File: src/rtl/adpcm_pkg.sv
// Shared ADPCM decode types, widths and the IMA step table.
package adpcm_pkg;

  localparam int unsigned SAMPLE_W     = 16;
  localparam int unsigned CODE_W       = 4;
  localparam int unsigned INDEX_W      = 7;
  localparam int unsigned STEP_W       = 15;
  localparam int unsigned STEP_TBL_LEN = 89;

  localparam logic [INDEX_W-1:0] INDEX_MAX = 7'd88;

  typedef struct packed {
    logic signed [SAMPLE_W-1:0] pred;
    logic        [INDEX_W-1:0]  index;
  } adpcm_ctx_t;

  localparam int STEP_TBL [STEP_TBL_LEN] = '{
        7,     8,     9,    10,    11,    12,    13,    14,    16,    17,
       19,    21,    23,    25,    28,    31,    34,    37,    41,    45,
       50,    55,    60,    66,    73,    80,    88,    97,   107,   118,
      130,   143,   157,   173,   190,   209,   230,   253,   279,   307,
      337,   371,   408,   449,   494,   544,   598,   658,   724,   796,
      876,   963,  1060,  1166,  1282,  1411,  1552,  1707,  1878,  2066,
     2272,  2499,  2749,  3024,  3327,  3660,  4026,  4428,  4871,  5358,
     5894,  6484,  7132,  7845,  8630,  9493, 10442, 11487, 12635, 13899,
    15289, 16818, 18500, 20350, 22385, 24623, 27086, 29794, 32767
  };

  // Indices beyond the table can only come from a corrupted context; pin them to the last step.
  function automatic logic [STEP_W-1:0] step_lookup(input logic [INDEX_W-1:0] idx);
    if (idx > INDEX_MAX) return STEP_W'(STEP_TBL[STEP_TBL_LEN-1]);
    return STEP_W'(STEP_TBL[idx]);
  endfunction

endpackage

File: src/rtl/inverse_quantizer.sv
// IMA ADPCM inverse quantizer: applies one 4-bit code to the predicted sample, saturating to 16 bits.
module inverse_quantizer
  import adpcm_pkg::*;
(
  input  logic        [CODE_W-1:0]   code_i,
  input  logic signed [SAMPLE_W-1:0] pred_i,
  input  logic        [STEP_W-1:0]   step_i,
  output logic signed [SAMPLE_W-1:0] pred_o
);

  logic        [16:0] diff;
  logic signed [17:0] pred_ext;
  logic signed [17:0] sum;

  // Build the magnitude from the code bits, apply the sign bit, then saturate.
  always_comb begin
    diff = 17'(step_i >> 3);
    if (code_i[2]) diff = diff + 17'(step_i);
    if (code_i[1]) diff = diff + 17'(step_i >> 1);
    if (code_i[0]) diff = diff + 17'(step_i >> 2);
    pred_ext = 18'(pred_i);
    if (code_i[3]) sum = pred_ext - $signed({1'b0, diff});
    else           sum = pred_ext + $signed({1'b0, diff});
    if (sum > 18'sd32767)       pred_o = 16'sh7FFF;
    else if (sum < -18'sd32768) pred_o = 16'sh8000;
    else                        pred_o = 16'(sum);
  end

endmodule

File: src/rtl/rr_arbiter.sv
// Round-robin arbiter: one-hot grant searched from a rotating pointer that moves past each winner.
module rr_arbiter #(
  parameter  int unsigned N     = 4,
  localparam int unsigned IDX_W = (N > 1) ? $clog2(N) : 1
) (
  input  logic             clk,
  input  logic             reset,
  input  logic [N-1:0]     req_i,
  input  logic             advance_i,
  output logic [N-1:0]     grant_o,
  output logic [IDX_W-1:0] grant_idx_o
);

  logic [IDX_W-1:0] ptr_q, ptr_d;
  logic             found;
  int unsigned      pos;

  // First requester at or after the pointer wins, wrapping around.
  always_comb begin
    grant_o     = '0;
    grant_idx_o = '0;
    found       = 1'b0;
    pos         = 0;
    for (int unsigned i = 0; i < N; i++) begin
      pos = 32'(ptr_q) + i;
      if (pos >= N) pos = pos - N;
      if (!found && req_i[pos]) begin
        found         = 1'b1;
        grant_o[pos]  = 1'b1;
        grant_idx_o   = IDX_W'(pos);
      end
    end
  end

  // Pointer moves to the slot after the winner; held when nothing is granted.
  always_comb begin
    ptr_d = ptr_q;
    if (advance_i && found) begin
      if (32'(grant_idx_o) == N - 1) ptr_d = '0;
      else                           ptr_d = grant_idx_o + 1'b1;
    end
  end

  // Pointer register.
  always_ff @(posedge clk) begin
    if (reset) ptr_q <= '0;
    else       ptr_q <= ptr_d;
  end

endmodule

File: src/rtl/step_adapter.sv
// IMA ADPCM step-index adapter: moves the index by the code magnitude, clamped to the table range.
module step_adapter
  import adpcm_pkg::*;
(
  input  logic [CODE_W-1:0]  code_i,
  input  logic [INDEX_W-1:0] index_i,
  output logic [INDEX_W-1:0] index_o
);

  logic signed [8:0] adj;
  logic signed [8:0] sum;

  // Index adjustment from the magnitude bits, then clamp to [0, INDEX_MAX].
  always_comb begin
    unique case (code_i[2:0])
      3'd4:    adj = 9'sd2;
      3'd5:    adj = 9'sd4;
      3'd6:    adj = 9'sd6;
      3'd7:    adj = 9'sd8;
      default: adj = -9'sd1;
    endcase
    sum = $signed({2'b00, index_i}) + adj;
    if (sum < 9'sd0)                            index_o = '0;
    else if (sum > $signed({2'b00, INDEX_MAX})) index_o = INDEX_MAX;
    else                                        index_o = 7'(sum);
  end

endmodule

File: src/rtl/adpcm_chan_scheduler.sv
// Time-shares one ADPCM decode datapath across NUM_CH code streams with per-channel context.
module adpcm_chan_scheduler
  import adpcm_pkg::*;
#(
  parameter  int unsigned NUM_CH = 4,
  localparam int unsigned CH_W   = $clog2(NUM_CH)
) (
  input  logic                       clk,
  input  logic                       reset,
  input  logic [NUM_CH-1:0]          in_valid,
  input  logic [CODE_W*NUM_CH-1:0]   in_code,
  output logic [NUM_CH-1:0]          in_ready,
  input  logic [NUM_CH-1:0]          chan_clr,
  output logic                       out_valid,
  input  logic                       out_ready,
  output logic signed [SAMPLE_W-1:0] out_sample,
  output logic [CH_W-1:0]            out_chan
);

  adpcm_ctx_t                 ctx_q [NUM_CH];
  adpcm_ctx_t                 ctx_d [NUM_CH];
  logic                       out_valid_q, out_valid_d;
  logic signed [SAMPLE_W-1:0] out_sample_q, out_sample_d;
  logic [CH_W-1:0]            out_chan_q, out_chan_d;

  logic                       can_issue;
  logic [NUM_CH-1:0]          arb_req;
  logic [NUM_CH-1:0]          grant;
  logic [CH_W-1:0]            grant_idx;
  logic                       gnt_any;
  adpcm_ctx_t                 sel_ctx;
  logic [CODE_W-1:0]          sel_code;
  logic [STEP_W-1:0]          sel_step;
  logic signed [SAMPLE_W-1:0] next_pred;
  logic [INDEX_W-1:0]         next_index;

  // Arbitrate only when the output register can take a new sample; a clearing channel sits out.
  always_comb begin
    can_issue = !out_valid_q || out_ready;
    arb_req   = (can_issue && !reset) ? (in_valid & ~chan_clr) : '0;
  end

  rr_arbiter #(.N(NUM_CH)) u_arb (
    .clk         (clk),
    .reset       (reset),
    .req_i       (arb_req),
    .advance_i   (can_issue),
    .grant_o     (grant),
    .grant_idx_o (grant_idx)
  );

  // Select the granted channel's context and code for the shared datapath.
  always_comb begin
    gnt_any  = |grant;
    sel_ctx  = ctx_q[grant_idx];
    sel_code = in_code[grant_idx*CODE_W +: CODE_W];
    sel_step = step_lookup(sel_ctx.index);
  end

  inverse_quantizer u_iq (
    .code_i (sel_code),
    .pred_i (sel_ctx.pred),
    .step_i (sel_step),
    .pred_o (next_pred)
  );

  step_adapter u_sa (
    .code_i  (sel_code),
    .index_i (sel_ctx.index),
    .index_o (next_index)
  );

  // Next context and output register contents; clear wins over grant for the same channel.
  always_comb begin
    ctx_d        = ctx_q;
    out_valid_d  = out_valid_q;
    out_sample_d = out_sample_q;
    out_chan_d   = out_chan_q;
    for (int unsigned c = 0; c < NUM_CH; c++) begin
      if (chan_clr[c]) begin
        ctx_d[c] = '0;
      end else if (grant[c]) begin
        ctx_d[c].pred  = next_pred;
        ctx_d[c].index = next_index;
      end
    end
    if (gnt_any) begin
      out_valid_d  = 1'b1;
      out_sample_d = next_pred;
      out_chan_d   = grant_idx;
    end else if (out_ready) begin
      out_valid_d  = 1'b0;
    end
  end

  // Context array and output register.
  always_ff @(posedge clk) begin
    if (reset) begin
      for (int unsigned c = 0; c < NUM_CH; c++) ctx_q[c] <= '0;
      out_valid_q  <= 1'b0;
      out_sample_q <= '0;
      out_chan_q   <= '0;
    end else begin
      ctx_q        <= ctx_d;
      out_valid_q  <= out_valid_d;
      out_sample_q <= out_sample_d;
      out_chan_q   <= out_chan_d;
    end
  end

  assign in_ready   = grant;
  assign out_valid  = out_valid_q;
  assign out_sample = out_sample_q;
  assign out_chan   = out_chan_q;

endmodule
File: config.mk
export PLATFORM = sky130hd
export DESIGN_NAME = adpcm_chan_scheduler
export DESIGN_NICKNAME = d
export VERILOG_FILES = /design/src/rtl/adpcm_pkg.sv /design/src/rtl/inverse_quantizer.sv /design/src/rtl/rr_arbiter.sv /design/src/rtl/step_adapter.sv /design/src/rtl/adpcm_chan_scheduler.sv
export SDC_FILE = /design/constraint.sdc
export NUM_CORES = 1
export LEC_CHECK = 0
export CAP_MARGIN = 30
export CELL_PAD_IN_SITES_DETAIL_PLACEMENT = 0
export CELL_PAD_IN_SITES_GLOBAL_PLACEMENT = 1
export CORE_MARGIN = 5
export CORE_UTILIZATION = 44
export CTS_CLUSTER_SIZE = 20
export DETAILED_ROUTE_END_ITERATION = 10
export GPL_ROUTABILITY_DRIVEN = 0
export GPL_TIMING_DRIVEN = 1
export PLACE_DENSITY = 0.74
export RECOVER_POWER = 25
export SYNTH_ARGS = -nofsm -noshare
export SYNTH_HDL_FRONTEND = slang
export SYNTH_SLANG_ARGS = --single-unit
File: constraint.sdc
create_clock -name clk -period 15.69 [get_ports clk]
set_input_delay 1.569 -clock clk [delete_from_list [all_inputs] [get_ports clk]]
set_output_delay 1.569 -clock clk [all_outputs]
set_load 0.01 [all_outputs]
**Yosys cells after proc, flatten, opt, wreduce, memory -nomap -nowiden**

Memories as Yosys holds them, arrays and structs flattened.
Cells that the tools add are included.

- Reductions and logical operators: 21
- Shift-type cells: 1
- Muxes and demuxes: 53
- Add/subtract/negate cells: 14
- Bitwise operators: 7
- Order comparisons: 19
- Eq/ne operators: 5

Operators by type and width:

| kind | count |
|---|---|
| 32-bit by 1-bit >= comparator with 1-bit output (second input constant) | 4 |
| 32-bit by 3-bit < comparator with 1-bit output (second input constant) | 4 |
| 32-bit two-way mux | 4 |
| 32-bit by 3-bit >= comparator with 1-bit output (second input constant) | 3 |
| 32-bit by 3-bit subtractor with 32-bit output (second input constant) | 3 |
| 15-bit two-way mux | 4 |
| 16-bit two-way mux | 3 |
| 23-bit binary-select mux with 2-bit select | 1 |
| 23-bit two-way mux | 2 |
| 9-bit one-hot mux with 4 select lines | 1 |
| 17-bit two-way mux | 2 |
| 4-bit two-way mux | 5 |
| 16-bit by 18-bit adder with 18-bit output | 1 |
| 18-bit by 16-bit greater-than comparator with 1-bit output (second input constant) | 1 |
| 18-bit by 16-bit < comparator with 1-bit output (second input constant) | 1 |
| 18-bit two-way mux | 1 |
| 16-bit by 18-bit subtractor with 18-bit output | 1 |
| 17-bit by 13-bit adder with 17-bit output | 1 |
| 17-bit by 14-bit adder with 17-bit output | 1 |
| 12-bit by 15-bit adder with 16-bit output | 1 |
| 16-bit by 5-bit variable part select with 4-bit output | 1 |
| 1-bit two-way mux | 15 |
| 7-bit two-way mux | 2 |
| 3-bit equality test (second input constant) | 4 |
| other kinds (26) | 54 |

- Output and inout port bits: 23
- Memories: 1
- Logic and storage cells: 133
- Memory bits (read-only): 4,096
- Register bits: 113

Memory list:

| memory | words | width | rd ports | clocked after Yosys merged registers in | wr ports | RTL line | RTL |
|---|---|---|---|---|---|---|---|
| (name not given) | 128 | 32 | 1 | 0 | 0 | adpcm_pkg.sv:32 | `return STEP_W'(STEP_TBL[idx]);` |

**Longest topological paths before layout**

Gate-level depths: netlist of run 1.

- Depth in word-level cells: 36
- Mapped depth: 69
- Gate-level depth less buffers: 60

**Modules after synthesis**

A second synthesis of run 1 with hierarchy kept.

- Cells, all modules: 1,388
- Area total of the unflattened synthesis: 11,264.6 um^2

Modules (own cells, without submodules):

| module | area an instance (um^2) | instances | seq. area each (um^2) | cells each |
|---|---|---|---|---|
| adpcm_chan_scheduler | 6,251.0 | 1 | 2,222.1 | 685 |
| inverse_quantizer | 3,901.2 | 1 | 0.0 | 557 |
| rr_arbiter | 584.3 | 1 | 40.0 | 68 |
| step_adapter | 528.0 | 1 | 0.0 | 78 |

**Worst setup path before layout of run 1**

Ideal clock, no wire load.

- Path type: in2reg
- Start: input out_ready
- End: register ctx_q[18] in the netlist's numbering
- Path buffers: 6
- Required time: 15.616 ns
- Setup time: 0.074 ns
- Slack: 3.034 ns
- Data arrival time: 12.582 ns
- Cell stages on the path: 62
- Path through: nand2b_1 -> buf_2 -> nand4_1 -> o211ai_1 -> and2_0 -> buf_2 -> o41ai_4 -> nand2_2 -> inv_2 -> buf_4 -> mux2_2 -> inv_1 -> ha_1 -> nand3_1 -> a2bb2o_1 -> a32oi_1 -> o221a_2 -> inv_2 -> [... 26 more ...] -> xor2_1 -> ha_1 -> inv_1 -> a21oi_1 -> o21ai_0 -> a21oi_1 -> o21ai_0 -> a21oi_1 -> o21ai_0 -> a21oi_1 -> o21a_1 -> nor2_1 -> xnor2_1 -> a21boi_0 -> mux2i_1 -> buf_2 -> nand3b_1 -> a31oi_1

- Longest elaborated chain between the ends: 35

RTL lines:

| item | RTL line | RTL |
|---|---|---|
| start: declaration | adpcm_chan_scheduler.sv:15 | `input logic out_ready,` |
| 1-bit logical OR (*) | adpcm_chan_scheduler.sv:39 | `can_issue = !out_valid_q \|\| out_ready;` |
| 1-bit logical AND (*) | adpcm_chan_scheduler.sv:40 | `arb_req = (can_issue && !reset) ? (in_valid & ~chan_clr) : '0;` |
| 4-bit two-way mux (*) | adpcm_chan_scheduler.sv:40 |  |
| 1-bit binary-select mux with 2-bit select | rr_arbiter.sv:27 | `if (!found && req_i[pos]) begin` |
| 1-bit two-way mux (not written as such) | rr_arbiter.sv:27 |  |
| 1-bit two-way mux | rr_arbiter.sv:27 |  |
| 1-bit zero test | rr_arbiter.sv:27 |  |
| 1-bit logical AND | rr_arbiter.sv:27 |  |
| [... 19 more ...] | - |  |
| 17-bit two-way mux | inverse_quantizer.sv:19 | `if (code_i[1]) diff = diff + 17'(step_i >> 1);` |
| 17-bit by 13-bit adder with 17-bit output | inverse_quantizer.sv:20 | `if (code_i[0]) diff = diff + 17'(step_i >> 2);` |
| 17-bit two-way mux | inverse_quantizer.sv:20 |  |
| 16-bit by 18-bit adder with 18-bit output / 16-bit by 18-bit subtractor with 18-bit output (equally long branches) | inverse_quantizer.sv:23, inverse_quantizer.sv:22 |  |
| 18-bit two-way mux | inverse_quantizer.sv:22 | `if (code_i[3]) sum = pred_ext - $signed({1'b0, diff});` |
| 18-bit by 16-bit < comparator with 1-bit output | inverse_quantizer.sv:25 | `else if (sum < -18'sd32768) pred_o = 16'sh8000;` |
| 16-bit two-way mux | inverse_quantizer.sv:25 |  |
| 16-bit two-way mux | inverse_quantizer.sv:24 | `if (sum > 18'sd32767) pred_o = 16'sh7FFF;` |
| end signal: assignment | adpcm_chan_scheduler.sv:104 | `ctx_q <= ctx_d;` |
| end: declaration | adpcm_chan_scheduler.sv:20 | `adpcm_ctx_t ctx_q [NUM_CH];` |

Every way passes the cells marked *; elsewhere a longest branch is shown, timed or not. The select of a mux whose other input is x is not followed.
A chain may end at the register's enable or synchronous reset.

**Final worst setup path of run 1**

- Start: input reset
- End: register out_sample_q[14], in the netlist out_sample[14]

- Longest elaborated chain between the ends: 35

RTL lines:

| item | RTL line | RTL |
|---|---|---|
| start: declaration | adpcm_chan_scheduler.sv:9 | `input logic reset,` |
| 1-bit zero test | adpcm_chan_scheduler.sv:40 |  |
| 1-bit logical AND | adpcm_chan_scheduler.sv:40 |  |
| 4-bit two-way mux | adpcm_chan_scheduler.sv:40 |  |
| 1-bit binary-select mux with 2-bit select | rr_arbiter.sv:27 |  |
| 1-bit two-way mux (not written as such) | rr_arbiter.sv:27 |  |
| 1-bit two-way mux | rr_arbiter.sv:27 |  |
| 1-bit zero test | rr_arbiter.sv:27 |  |
| 1-bit logical AND | rr_arbiter.sv:27 |  |
| [... 19 more ...] | - |  |
| 17-bit two-way mux | inverse_quantizer.sv:19 |  |
| 17-bit by 13-bit adder with 17-bit output | inverse_quantizer.sv:20 |  |
| 17-bit two-way mux | inverse_quantizer.sv:20 |  |
| 16-bit by 18-bit adder with 18-bit output / 16-bit by 18-bit subtractor with 18-bit output (equally long branches) | inverse_quantizer.sv:23, inverse_quantizer.sv:22 |  |
| 18-bit two-way mux | inverse_quantizer.sv:22 |  |
| 18-bit by 16-bit < comparator with 1-bit output | inverse_quantizer.sv:25 |  |
| 16-bit two-way mux | inverse_quantizer.sv:25 |  |
| 16-bit two-way mux | inverse_quantizer.sv:24 |  |
| end signal: assignment | adpcm_chan_scheduler.sv:106 | `out_sample_q <= out_sample_d;` |
| end: declaration | adpcm_chan_scheduler.sv:23 | `logic signed [SAMPLE_W-1:0] out_sample_q, out_sample_d;` |

Parallel ways exist; a longest one is shown, timed or not. The select of a mux whose other input is x is not followed.

==> reports/qor.yml, run 1 <==
outcome:
  status: "completed"
sta:
  hold_viol: 0
  fin_skew_ps: 8.95
  slew_headroom: 0.0194
  setup_violations: 0
  final.min_clock_period_ps: 14620
  slew_viol_final: 0
  fmax_ghz: 0.0684
  rsz0062_at_grt: "no"
  fin_crit_sh: 0.932
  max_slew.worst_pin.slew_ps: 1470
  tns_ps: 0
finish:
  fin_nets: 1836
  drive_gt1_frac: 0.0922
  syn_to_final_growth_pct: 11.2
  layout.cells.non_filler: 2113
  antenna_cells: 0
floorplan:
  start_util: 0.447
  ios: 50
  fp.dieW_um: 178
  die_area_mm2: 0.0317
  die_h_um: 178
  rows: 61
  core-area_mm2: 0.0278
critical_path:
  required_ps: 15920
  reg2reg_from: "u_arb.ptr_q[0]$_SDFFE_PP0P_"
  start_kind: "input port"
  worstSetupPathType: "input port to flop"
  path_common_cell: "a21oi_1"
  crit_start: "reset"
  cp-end-kind: "flop"
  cp.arrival_ps: 14850
  crit_slowest_cell: "a221oi_1"
  cpPeakStageDelay_ps: 740
  worstPathMaxFanout: 26
global_route:
  grt_max_degree: 44
  grt_pass1_wl_mm: 69.3
  grt-ovfl-total: 0
  track_usage: 0.270
  antenna_found_initial: 0
  first_global_vias: 12400
job:
  cap_viol_max_count: 0
synthesis:
  synth_flop_cell: "dfxtp_1"
  synth.distinct_cells: 110
  synth_area_mm2: 0.0124
  syn_nets: 1838
  ys_warn_count: 0
  ys_ff_latch: 113
  synth_edf_count: 0
  syn_area_per_cell_um2: 7.20
  async_reset_ff_frac: 0
  synthCells: 1724
  ys_seq_area_frac: 0.182
drt:
  dr.pass1.iters: 8
  drtIter0Drc: 1469
  viasPerCell: 6.26
  routedWlPerCell_um: 20.5
  drcViolationCount: 0
  via_count: 13200
  drt-total-wl_mm: 43.3
  postRouteAntennaNets: 0
clock_network:
  htree_levels: 4
  cts_root_buf: "clkbuf_16"
  cts_hold_buf: 0
  path_clk_slew_ps: 60
  clock_tree.buffer_depth: 2
  cts_resized: 0
  clkSinkCount: 113
  cts-buffers-inserted: 17
  post_cts_buffers: 0
  tritoncts: "done"
  clk-insertion-delay-late_ps: 400
placement:
  dp.cells: 2081
  io_buffers: 49
  dp_hpwl_mm: 31.8
hold_path:
  hp-class: "flop to flop"
  hp-start: "ctx_q[45]$_SDFFE_PP0P_"
==> worst paths after layout <==
path | endpoint | slack [ps] | depth (start not counted)
worst max register to register | out_sample[14]$_SDFFE_PP0P_ | 1680 | 50
worst min register to register | ctx_q[45]$_SDFFE_PP0P_ | 450 | 2
worst min-delay path | ctx_q[45]$_SDFFE_PP0P_ | 450 | 2
worst max-delay path | out_sample[14]$_SDFFE_PP0P_ | 1070 | 50
==> Yosys cell counts (all sizes together) (39+ instances only) <==
cell type	instances	area, um2
a31oi	113	707
nand3	63	320
nand2	189	712
ha	83	1040
o21ai	159	796
nor2	150	588
clkbuf	72	270
a21oi	118	594
inv	82	308
dfxtp	113	2260
xnor2	39	349
buf	51	313
==> layout by cell type, fill, tap and decap left out, types with 11 or more instances in the layout <==
master	instances
a211oi_1	17
a21o_1	19
a21oi_1	117
a221oi_1	15
a31oi_1	113
and2_1	11
and3_1	27
buf_4	45
clkbuf_16	17
clkdlybuf4s50_1	29
dfxtp_1	113
dlygate4sd3_1	20
ha_1	83
inv_1	73
mux2i_1	33
nand2_1	188
nand2b_1	20
nand3_1	62
nand3b_1	25
nand4_1	15
nor2_1	146
nor2b_1	19
nor3_1	21
nor4_1	12
o211ai_1	16
o21a_1	11
o21ai_0	151
o31ai_1	13
xnor2_1	38
xor2_1	17
==> layer usage <==
metal,vias up,GRT usage,wire length (um)
met1,6131,0.391,20000
met2,606,0.416,18700
met3,107,0.0347,3100
met5,-,0,0
li1,6387,-,-
met4,0,0.0864,1420
==> kinds of logic (layout without fill, tap and decap cells) <==
family,after synthesis,count (layout),share of synthesized area
DFF,113,113,0.182
buffers and inverters,206,217,0.0721
adders and majority gates,90,90,0.0928
xor gates and xnor gates,56,56,0.0401
and+or+nand+nor,596,596,0.236
muxes,45,45,0.0391
AOI/OAI and AO/OA,618,618,0.337
==> cell type report <==
cell class,count,area [um2]
inverter,83,312
timing repair buffer,102,897
tap,378,473
fill,2863,14000
sequential,113,2260
clock inverter,12,133
clock buffer,20,467
multi-input combinational,1405,9260
==> flip-flops by register name, summed over array words and instances, names as in the netlist <==
name         count
ctx_q           92
out_chan         2
out_sample      16
out_valid        1
u_arb.ptr_q      2
==> per-stage QoR <==
step	setup WS [ps]	hold WS, ps	util	area, um2
final	1070	454	0.497	13800
after detailed placement	1010	450	0.476	13200
after global placement	967	442	0.475	13200
after floorplan	3030	432	-	12400
after global routing	48.3	476	0.497	13800
after CTS	1380	456	0.498	13800
==> worst max-delay path, delay by kind of cell <==
family,cells,cell delay (ps)
AO/OA/AOI/OAI,23,5660
buffers and inverters,8,2520
AND/OR/NAND/NOR,7,2050
adder cells (fa/ha/maj),5,1720
XOR/XNOR,6,1210
multiplexers,1,70
Power of run 1 is left out: the tool's default activity adds up to more than one toggle a clock period on the data nets, which glitch-free logic cannot reach.
==> inputs of run 2 (changes only) <==
--- a/config.mk
+++ b/config.mk
@@ -5,7 +5,7 @@
 export SDC_FILE = /design/constraint.sdc
 export NUM_CORES = 1
 export LEC_CHECK = 0
-export CAP_MARGIN = 30
+export CAP_MARGIN = 20
 export CELL_PAD_IN_SITES_DETAIL_PLACEMENT = 0
 export CELL_PAD_IN_SITES_GLOBAL_PLACEMENT = 1
 export CORE_MARGIN = 5
==> reports/qor.yml, run 2 (synthesized netlist as in run 1, its figures left out) <==
clock_network:
  path_clk_slew_ps: 50
  clkSinkCount: 113
  htree_levels: 4
  clk-insertion-delay-late_ps: 410
  cts-buffers-inserted: 17
  post_cts_buffers: 0
  cts_root_buf: "clkbuf_16"
  clock_tree.buffer_depth: 2
  cts_resized: 0
  tritoncts: "done"
  cts_hold_buf: 0
floorplan:
  start_util: 0.447
  fp.dieW_um: 178
  die_h_um: 178
  ios: 50
  core-area_mm2: 0.0278
  die_area_mm2: 0.0317
  rows: 61
sta:
  fmax_ghz: 0.0682
  slew_headroom: 0.232
  fin_crit_sh: 0.935
  fin_skew_ps: 10.8
  hold_viol: 0
  slew_viol_final: 0
  tns_ps: 0
  setup_violations: 0
  max_slew.worst_pin.slew_ps: 1150
  final.min_clock_period_ps: 14660
  rsz0062_at_grt: "no"
drt:
  viasPerCell: 6.30
  drcViolationCount: 0
  postRouteAntennaNets: 0
  drt-total-wl_mm: 43.3
  drtIter0Drc: 1361
  routedWlPerCell_um: 20.5
  via_count: 13300
  dr.pass1.iters: 6
critical_path:
  cp.arrival_ps: 14890
  cpPeakStageDelay_ps: 760
  crit_slowest_cell: "a221oi_1"
  path_common_cell: "a21oi_1"
  worstSetupPathType: "input port to flop"
  cp-end-kind: "flop"
  start_kind: "input port"
  worstPathMaxFanout: 26
  required_ps: 15910
global_route:
  first_global_vias: 12600
  grt-ovfl-total: 0
  track_usage: 0.272
  grt_max_degree: 44
  grt_pass1_wl_mm: 69.9
  antenna_found_initial: 0
finish:
  fin_util: 0.497
  drive_gt1_frac: 0.0900
  layout_commonest_cell: "nand2_1"
  syn_to_final_growth_pct: 11.2
  max_flop_register: "ctx_q"
  fill_cells: 2848
  final_cell_mix: "188 x nand2_1, 151 x o21ai_0, 146 x nor2_1"
  fin_nets: 1834
  largest_reg_flops: 92
  antenna_cells: 0
placement:
  io_buffers: 49
  dp_hpwl_mm: 31.7
outcome:
  status: "completed"
job:
  cap_viol_max_count: 0
hold_path:
  hp-class: "flop to flop"
run 2: changes by cell type in the layout (fill, tap and decap cells not counted):
cell             delta
buf_4               +1
buf_8               -2
bufinv_16           +2
clkbuf_1            +1
clkbuf_8            -3
clkdlybuf4s50_1     -2
clkinv_2            +1
clkinv_4            +3
clkinvlp_4          -5
dlygate4sd3_1       +2
inv_1               +1
inv_2               -1
run 2: layout make-up:
class | instances | area, um2 | share of cell area
Clock inverter | 13 | 186 | 0.0135
Inverter | 83 | 312 | 0.0226
Timing Repair Buffer | 100 | 871 | 0.0631
Clock buffer | 19 | 433 | 0.0314
Tap cell | 378 | 473 | 0.0343
Multi-Input combinational cell | 1405 | 9260 | 0.671
Sequential cell | 113 | 2260 | 0.164
run 2: routing by layer:
| layer | track usage | vias to the layer above | share of wire |
|---|---|---|---|
| li1 | - | 6373 | - |
| met1 | 0.389 | 6241 | 0.47 |
| met2 | 0.420 | 567 | 0.43 |
| met3 | 0.0364 | 113 | 0.067 |
| met4 | 0.0951 | 0 | 0.033 |
| met5 | 0 | - | 0 |
run 2: worst paths after layout:
kind / depth (start not counted) / endpoint / slack [ps] / startpoint
worst max-delay path: 52 / ctx_q[56]$_SDFFE_PP0P_ / 1030 / reset
worst min-delay path: 2 / ctx_q[45]$_SDFFE_PP0P_ / 460 / ctx_q[45]$_SDFFE_PP0P_
worst max register to register: 51 / ctx_q[56]$_SDFFE_PP0P_ / 1630 / u_arb.ptr_q[0]$_SDFFE_PP0P_
worst min register to register: 2 / ctx_q[45]$_SDFFE_PP0P_ / 460 / ctx_q[45]$_SDFFE_PP0P_
run 2: critical path, delay by kind of cell:
family	cells	cell delay, ps
adder cells (fa/ha/maj)	5	1980
AO/OA/AOI/OAI	24	6010
AND/OR/NAND/NOR	5	1150
XOR/XNOR	6	1180
buffers and inverters	9	2170
multiplexers	3	800
run 2: metrics by stage:
step	hold WS, ps	instances	area (um2)	setup slack [ps]
2_1_floorplan	432	1724	12400	3030
3_3_place_gp	442	2079	13200	967
3_5_place_dp	450	2079	13200	1020
4_1_cts	456	2111	13800	1380
5_1_grt	480	2111	13800	118
6_report	456	2111	13800	1030
Power of run 2 is left out for the same reason.
